File: src/rtl/vliw_pc_unit.sv
// vliw_pc_unit: program counter for the VLIW fetch stage.
// Advances one bundle per cycle; handles stall, redirect, exception entry/return
// and an optional circular return-address stack.
// Optional feature macro: PC_RAS_EN (defined = RAS and call/return support built).
module vliw_pc_unit #(
   parameter int unsigned     PC_W       = 32,
   parameter int unsigned     SLOTS      = 5,
   parameter int unsigned     INST_BYTES = 4,
   parameter logic [PC_W-1:0] RESET_PC   = PC_W'(32'h0040_0020),
   parameter logic [PC_W-1:0] EXC_VECTOR = PC_W'(32'h0040_0000),
   parameter int unsigned     RAS_DEPTH  = 4
) (
   input  logic            clk,
   input  logic            rst_n,
   input  logic            stall,
   input  logic            redirect_valid,
   input  logic [PC_W-1:0] redirect_pc,
   input  logic            call_valid,
   input  logic            ret_valid,
   input  logic            exc_valid,
   input  logic            eret_valid,
   output logic [PC_W-1:0] pc,
   output logic [PC_W-1:0] epc,
   output logic            ras_empty,
   output logic            ras_full,
   output logic            misalign,
   output logic            ras_underflow
);

   localparam int unsigned     BUNDLE_BYTES = SLOTS * INST_BYTES;
   localparam logic [PC_W-1:0] PC_STEP      = PC_W'(BUNDLE_BYTES);

   logic [PC_W-1:0] pc_q, pc_d;
   logic [PC_W-1:0] epc_q, epc_d;
   logic            misalign_q, misalign_d;
   logic [PC_W-1:0] seq_pc_c;
   logic [PC_W-1:0] tgt_pc_c;

   assign seq_pc_c = pc_q + PC_STEP;
   assign tgt_pc_c = {redirect_pc[PC_W-1:2], 2'b00};

`ifdef PC_RAS_EN
   localparam int unsigned PTR_W = $clog2(RAS_DEPTH);
   localparam int unsigned CNT_W = $clog2(RAS_DEPTH + 1);

   logic [PC_W-1:0]  ras_mem_q [RAS_DEPTH];
   logic [PTR_W-1:0] ras_wptr_q, ras_wptr_d;
   logic [CNT_W-1:0] ras_cnt_q, ras_cnt_d;
   logic             ras_empty_q, ras_empty_d;
   logic             ras_full_q, ras_full_d;
   logic             ras_underflow_q, ras_underflow_d;
   logic             ras_wr_en_c;
   logic [PTR_W-1:0] ras_top_c;
   logic             ras_is_empty_c;
   logic             ras_is_full_c;

   assign ras_top_c      = (ras_wptr_q == '0) ? PTR_W'(RAS_DEPTH - 1) : ras_wptr_q - PTR_W'(1);
   assign ras_is_empty_c = (ras_cnt_q == '0);
   assign ras_is_full_c  = (ras_cnt_q == CNT_W'(RAS_DEPTH));

   // Next PC / EPC / RAS bookkeeping by fixed action priority
   always_comb begin
      pc_d            = pc_q;
      epc_d           = epc_q;
      misalign_d      = 1'b0;
      ras_underflow_d = 1'b0;
      ras_wptr_d      = ras_wptr_q;
      ras_cnt_d       = ras_cnt_q;
      ras_wr_en_c     = 1'b0;
      if (exc_valid) begin
         epc_d = pc_q;
         pc_d  = EXC_VECTOR;
      end else if (eret_valid) begin
         pc_d = epc_q;
      end else if (ret_valid) begin
         if (ras_is_empty_c) begin
            pc_d            = seq_pc_c;
            ras_underflow_d = 1'b1;
         end else begin
            pc_d       = ras_mem_q[ras_top_c];
            ras_wptr_d = ras_top_c;
            ras_cnt_d  = ras_cnt_q - CNT_W'(1);
         end
      end else if (redirect_valid) begin
         pc_d       = tgt_pc_c;
         misalign_d = (redirect_pc[1:0] != 2'b00);
         if (call_valid) begin
            ras_wr_en_c = 1'b1;
            ras_wptr_d  = (ras_wptr_q == PTR_W'(RAS_DEPTH - 1)) ? '0 : ras_wptr_q + PTR_W'(1);
            // A push when full overwrites the oldest entry, count saturates
            ras_cnt_d   = ras_is_full_c ? ras_cnt_q : ras_cnt_q + CNT_W'(1);
         end
      end else if (!stall) begin
         pc_d = seq_pc_c;
      end
      ras_empty_d = (ras_cnt_d == '0);
      ras_full_d  = (ras_cnt_d == CNT_W'(RAS_DEPTH));
   end

   // RAS control state
   always_ff @(posedge clk or negedge rst_n) begin
      if (!rst_n) begin
         ras_wptr_q      <= '0;
         ras_cnt_q       <= '0;
         ras_empty_q     <= 1'b1;
         ras_full_q      <= 1'b0;
         ras_underflow_q <= 1'b0;
      end else begin
         ras_wptr_q      <= ras_wptr_d;
         ras_cnt_q       <= ras_cnt_d;
         ras_empty_q     <= ras_empty_d;
         ras_full_q      <= ras_full_d;
         ras_underflow_q <= ras_underflow_d;
      end
   end

   // RAS storage, contents intentionally not reset
   always_ff @(posedge clk) begin
      if (ras_wr_en_c) ras_mem_q[ras_wptr_q] <= seq_pc_c;
   end

   assign ras_empty     = ras_empty_q;
   assign ras_full      = ras_full_q;
   assign ras_underflow = ras_underflow_q;
`else
   logic unused_call_c;

   assign unused_call_c = call_valid;

   // Next PC / EPC by fixed action priority; a return acts as a redirect
   always_comb begin
      pc_d       = pc_q;
      epc_d      = epc_q;
      misalign_d = 1'b0;
      if (exc_valid) begin
         epc_d = pc_q;
         pc_d  = EXC_VECTOR;
      end else if (eret_valid) begin
         pc_d = epc_q;
      end else if (ret_valid || redirect_valid) begin
         pc_d       = tgt_pc_c;
         misalign_d = (redirect_pc[1:0] != 2'b00);
      end else if (!stall) begin
         pc_d = seq_pc_c;
      end
   end

   assign ras_empty     = 1'b1;
   assign ras_full      = 1'b0;
   assign ras_underflow = 1'b0;
`endif

   // PC, EPC and misalign pulse registers
   always_ff @(posedge clk or negedge rst_n) begin
      if (!rst_n) begin
         pc_q       <= RESET_PC;
         epc_q      <= '0;
         misalign_q <= 1'b0;
      end else begin
         pc_q       <= pc_d;
         epc_q      <= epc_d;
         misalign_q <= misalign_d;
      end
   end

   assign pc       = pc_q;
   assign epc      = epc_q;
   assign misalign = misalign_q;

endmodule

File: config.mk
export PLATFORM = sky130hd
export DESIGN_NAME = vliw_pc_unit
export DESIGN_NICKNAME = d
export VERILOG_FILES = /design/src/rtl/vliw_pc_unit.sv
export SDC_FILE = /design/constraint.sdc
export NUM_CORES = 1
export LEC_CHECK = 0
export BUFFER_PORTS_ARGS = -buffer_cell sky130_fd_sc_hd__buf_2
export CAP_MARGIN = 30
export CORE_MARGIN = 4
export CORE_UTILIZATION = 45
export CTS_CLUSTER_SIZE = 30
export DETAILED_ROUTE_END_ITERATION = 7
export PLACE_DENSITY = 0.71
export RECOVER_POWER = 50
export SLEW_MARGIN = 20
export SYNTH_ARGS = -nofsm -noshare
export SYNTH_HDL_FRONTEND = slang
export SYNTH_SLANG_ARGS = --single-unit
File: constraint.sdc
create_clock -name clk -period 2.47 [get_ports clk]
set_clock_uncertainty 0.1 [all_clocks]
set_input_delay 0 -clock clk [delete_from_list [all_inputs] [get_ports clk]]
set_output_delay 0 -clock clk [all_outputs]
set_load 0.01 [all_outputs]
==> results of run 1 <==
-- flip-flops by register name, summed over array words and instances, names as in the netlist --
name / count
epc: 32
pc: 32
misalign: 1
-- per-layer routing --
metal	global-route usage	vias up	share of wire
met2	0.3616	170	0.46
li1	-	1721	-
met4	0.08613	0	0.019
met1	0.3282	1750	0.45
met5	0	-	0
met3	0.04176	19	0.077
-- power by group --
group	total (µW)	internal [µW]	switching [µW]
combinational	534	244	290
clock	911	490	421
sequential	1290	1170	120
-- synth_stat cells (2+ instances only) --
cell type  instances  area (µm²)
dfrtp_1           63        1577
nor2_1            22       82.58
nand2_1           29       108.9
o21ai_0           33       165.2
buf_4              3       22.52
o2bb2ai_1          4       35.03
a2111oi_0          2       17.52
clkbuf_1          24       90.09
nor4_1            13       81.33
a221o_1            5       50.05
or3_1              6       37.54
a21boi_0           5       37.54
a22o_1             8       70.07
and4_1             3       26.28
nand4_1            6       37.54
or4_1              2       15.01
o31ai_1            2       15.01
nand3_1           10       50.05
inv_1              6       22.52
a21oi_1           26       130.1
xor2_1             5       43.79
nor3_1             5       25.02
o211ai_1           7       52.55
or2_2              2       12.51
mux2i_1            3       30.03
and3_1            11       68.82
xnor2_1            5       43.79
a211o_1            7       61.31
mux2_2            32       360.4
dfstp_2            2       52.55
nor2b_1            2       12.51
o41ai_1            2       17.52
a211oi_1           2       15.01
conb_1             2       7.510
nand2b_1           4       25.02
a22oi_1            2       15.01
a21o_1             4       30.03
-- worst paths after layout --
check	slack (ns)	endpoint
worst max-delay path	0.10	pc[30]
worst min-delay path	0.02	pc[24]
worst max register to register	0.10	pc[30]
worst min register to register	0.39	pc[22]
max in group asynchronous	0.79	pc[22]
min in group asynchronous	0.50	epc[7]
-- cell families (layout without fill, tap and decap cells) --
kind of cell / after synthesis / after routing / synth area share
and+or+nand+nor: 123 / 123 / 0.1792
AOI/OAI and AO/OA: 116 / 116 / 0.2082
DFF: 65 / 65 / 0.4393
muxes: 35 / 35 / 0.1053
buffers and inverters: 35 / 170 / 0.03913
xor gates and xnor gates: 10 / 10 / 0.02362
other: 2 / 3 / 0.002025
adders and majority gates: 1 / 1 / 0.003373
-- worst max-delay path, delay by kind of cell (launching register included) --
kind               cells  cell delay [ns]
AOI/OAI and AO/OA      2             0.36
and+or+nand+nor        3             1.32
DFF                    1             0.48
-- metrics by stage --
step | hold slack [ns] | util
after floorplan | -0.3956 | -
after CTS | 0.0002778 | 0.6129
final | 0.01632 | 0.6053
after global routing | 0.03579 | 0.6053
after global placement | -0.03105 | 0.5665
after detailed placement | -0.02426 | 0.5665
-- final cells by class --
cell class | count | area, µm²
fill | 736 | 3113
inverter | 6 | 22.52
clock inverter | 5 | 55.05
clock buffer | 11 | 141.4
sequential | 65 | 1629
tap | 102 | 127.6
multi-input combinational | 288 | 1938
timing repair buffer | 148 | 860.8
==> flow_summary.json, run 1 <==
{
  "status": "finished, violations left",
  "violations": "max-capacitance violations, max-slew violations",
  "endpoint_kind": "register",
  "fmax_mhz": 422.6,
  "drc_errors": 0,
  "cp_slowest_cell": "or4_1",
  "cpPeakStageDelay_ns": 0.67,
  "finalHoldViolations": 0,
  "min_path_type": "input port to register",
  "tightest_slew_ns": 1.633,
  "hold_start": "redirect_pc[24]",
  "avgSynthCellArea_um2": 9.583,
  "initial_core_util": 0.4702,
  "chipHeight_um": 98.78,
  "synth_edf_count": 0,
  "io_pins": 108,
  "post-route-min-period_ns": 2.366,
  "cts_max_path_buffers": 2,
  "io_buffers": 103,
  "grt_antenna_before_repair": 0,
  "p_leak_uw": 0.002197,
  "num_rows": 32,
  "grt_first_pass_wirelength_um": 18240,
  "ys_ff_latch": 65,
  "ys.flop_type": "dfrtp_1",
  "post_drt_wl_per_cell_um": 18.04,
  "max_cap_violations": 1,
  "tritoncts": "yes",
  "dp_hpwl_um": 7826,
  "gp_congestion": 0.9026,
  "synthDistinctLibCells": 55,
  "grt_pass1_vias": 3501,
  "worstSkewPairLatency_ns": 0.35,
  "startpoint_type": "register",
  "cp_cell_sequence": "nand4_4 -> or4_1 -> or4_4 -> a21o_1 -> a22o_1",
  "rsz0062_at_grt": "false",
  "slew_violations": 28,
  "worstSetupStartpoint": "pc[9]",
  "tns_ns": 0,
  "drtPass1Iterations": 5,
  "first_iter_violations": 315,
  "area_growth_pct": 28.74,
  "r2r-start": "pc[9]",
  "setup_ws_ns": 0.1039,
  "r2r_cells": 5,
  "placed_cell_area_um2": 4468,
  "min_path_cells": 4,
  "root_buffer": "clkbuf_8",
  "worst-path-max-fanout": 9,
  "htreeDepth": 3,
  "cts_made_buffers": 9,
  "dpl.cell_count": 592,
  "netlist_area_um2": 3709,
  "cts_resized": 0,
  "total_power_uw": 2731,
  "seq_area_frac_synth": 0.4393,
  "numClockSinks": 65,
  "cp_data_required_time_ns": 2.61,
  "ctsHoldBuffers": 17,
  "yosys_warnings": 0,
  "final-instance-count-excl-fill": 625,
  "vias": 3660,
  "postRouteAntennaNets": 0,
  "dieArea_um2": 9757,
  "clk_pin_slew_ns": 0.07,
  "postCtsSetupBuffers": 0,
  "layout_commonest_cell": "buf_2",
  "async_reset_ff_frac": 1.000,
  "nets": 559,
  "syn_inst": 387,
  "final_cell_mix": "buf_2, dfrtp_1, clkbuf_1, o21ai_0, mux2_2",
  "n_antenna_cell": 0,
  "ir_worst_vdd_v": 0.0002901,
  "min_period_over_period": 0.9579,
  "crit_arrival_ns": 2.50,
  "powerDensity_nw_per_um2": 572.0,
  "finalSetupViolCount": 0,
  "dp_slack_ns": 0.1302,
  "worstSetupPathType": "register to register",
  "grt_overflow": 0,
  "design_area_um2": 4775,
  "grt_max_degree": 39,
  "core_area_um2": 7888,
  "drt_wl_total_um": 11270,
  "slew_headroom": -0.08864,
  "viasPerCell": 5.856,
  "grt_use_total": 0.2336,
  "drive_gt1_frac": 0.2734,
  "dieWidth_um": 98.78
}
Note: power is estimated with default switching activity, not from simulation.
==> inputs of run 2 (changes only) <==
Settings changed: SKIP_CTS_REPAIR_TIMING set to 1, TNS_END_PERCENT set to 10.
Clock period 2.47 ns to 2.7 ns, I/O delays scaled along.
==> run 2 against run 1 <==
  * The run ends with negative hold slack, max-capacitance violations, max-slew violations left
  * Sequential power decreased by 9%
  * Clock power grew 5.2%
  * Core utilization decreased by 0.73 points
  * Register-to-register slack improved by 0.15 ns
  * Via count shrank 2.8%
  * Fmax is 3.4% lower
  * First-iteration DRC count is 6.7% lower
  * Global-route usage fell by 1.2 points
  * Count of clock-buffer cells in the layout unchanged
  * Non-clock buffer count shrank 11
==> flow_summary.json, run 2 (synthesized netlist as in run 1, its figures left out) <==
{
  "hold_start": "redirect_pc[11]",
  "worstSkewPairLatency_ns": 0.35,
  "cts_made_buffers": 9,
  "finalHoldViolations": 3,
  "worstSetupPathType": "register to register",
  "clk_pin_slew_ns": 0.07,
  "r2r_cells": 5,
  "worst_hold_slack_ns": -0.04408,
  "post-route-min-period_ns": 2.449,
  "gp_congestion": 0.8571,
  "hold_end": "pc[11]",
  "dp_hpwl_um": 7601,
  "fin_util": 0.5980,
  "cts_max_path_buffers": 2,
  "min_period_over_period": 0.9072,
  "grt_first_pass_wirelength_um": 17340,
  "grt_antenna_before_repair": 0,
  "fillCellCount": 716,
  "grt_use_total": 0.2217,
  "layout_commonest_cell": "buf_2",
  "min_path_type": "input port to register",
  "area_growth_pct": 27.19,
  "root_buffer": "clkbuf_8",
  "violations": "negative hold slack, max-capacitance violations, max-slew violations",
  "timing.rr.end": "pc[30]",
  "post_drt_wl_per_cell_um": 17.91,
  "r2r-start": "pc[8]",
  "status": "finished, violations left",
  "slew_violations": 31,
  "grt_pass1_vias": 3397,
  "drt_wl_total_um": 10990,
  "n_antenna_cell": 0,
  "cpPeakStageDelay_ns": 0.69,
  "chipHeight_um": 98.78,
  "max_cap_violations": 1,
  "cp_slowest_cell": "or4_1",
  "viasPerCell": 5.795,
  "crit_arrival_ns": 2.59,
  "rsz0062_at_grt": "false",
  "drc_errors": 0,
  "drive_gt1_frac": 0.2773,
  "tightest_slew_ns": 1.850,
  "min_path_cells": 4,
  "worst-path-max-fanout": 9,
  "num_rows": 32,
  "slew_headroom": -0.2335,
  "htreeDepth": 3,
  "nets": 548,
  "finalSetupViolCount": 0,
  "final-instance-count-excl-fill": 614,
  "tns_ns": 0,
  "dieArea_um2": 9757,
  "total_power_uw": 2606,
  "cp_cell_sequence": "nand4_4 -> or4_1 -> or4_4 -> a21o_1 -> a22o_1",
  "dieWidth_um": 98.78,
  "vias": 3558,
  "grt_max_degree": 36,
  "startpoint_type": "register",
  "tritoncts": "yes",
  "io_buffers": 103,
  "crit_buf_inv": 0,
  "final_cell_mix": "buf_2, dfrtp_1, clkbuf_1, o21ai_0, mux2_2",
  "numClockSinks": 65,
  "first_iter_violations": 294,
  "p_leak_uw": 0.002181,
  "fmax_mhz": 408.3,
  "grt_overflow": 0,
  "crit_family": "simple AND/OR/NAND/NOR gates",
  "drtPass1Iterations": 5,
  "initial_core_util": 0.4702,
  "io_pins": 108,
  "powerDensity_nw_per_um2": 552.4,
  "cp_data_required_time_ns": 2.84,
  "endpoint_kind": "register",
  "reg2reg_setup_slack_ns": 0.25,
  "ir_worst_vdd_v": 0.0003960,
  "dpl.cell_count": 584,
  "postRouteAntennaNets": 0,
  "core_area_um2": 7888
}
==> run 2: how the worst max path moves through the flow <==
| stage | startpoint | to | slack [ns] | depth (start not counted) |
|---|---|---|---|---|
| after floorplan | pc[8] | pc[30] | 0.42 | 6 |
| after global placement | pc[8] | pc[30] | 0.35 | 5 |
| after detailed placement | pc[8] | pc[30] | 0.30 | 5 |
| after CTS | pc[8] | pc[30] | 0.28 | 5 |
| after global routing | pc[8] | pc[29] | 0.16 | 5 |
| final | pc[8] | pc[30] | 0.25 | 5 |
==> run 2: through the flow <==
step,hold slack (ns),setup slack (ns),cell area (µm²)
floorplan,-0.3956,0.4187,3712
global placement,0.005088,0.3500,4395
detailed placement,0.007091,0.3044,4395
CTS,-0.3658,0.2827,4624
global route,0.005143,0.1573,4717
finish,-0.04408,0.2505,4717
==> run 2: final cells by class <==
cell class | instances | area [µm²] | area share
inverters | 6 | 22.52 | 0.004775
clock buffers | 11 | 151.4 | 0.03210
clock inverters | 5 | 77.57 | 0.01645
well taps | 102 | 127.6 | 0.02706
multi-input cells | 288 | 1938 | 0.4109
flip-flops and latches | 65 | 1629 | 0.3454
repair buffers | 137 | 770.7 | 0.1634
==> run 2: power breakdown <==
part | switching [µW] | total [µW] | internal [µW]
sequential | 117 | 1180 | 1070
combinational | 250 | 464 | 214
clock | 391 | 958 | 567
==> run 2: worst register-to-register path: stages (launching register included) <==
cell and delay, ns:
dfrtp_1 0.52, nand4_4 0.20, or4_1 0.69, or4_4 0.47, a21o_1 0.19, a22o_1 0.17
==> run 2: metal layers <==
metal  global-route usage  vias to the layer above  part of all wire
met5                    0                        -                 0
met4              0.04202                        0             0.014
met3              0.05379                       13             0.073
met2               0.3621                      145              0.46
met1               0.3027                     1719              0.45
li1                     -                     1681                 -
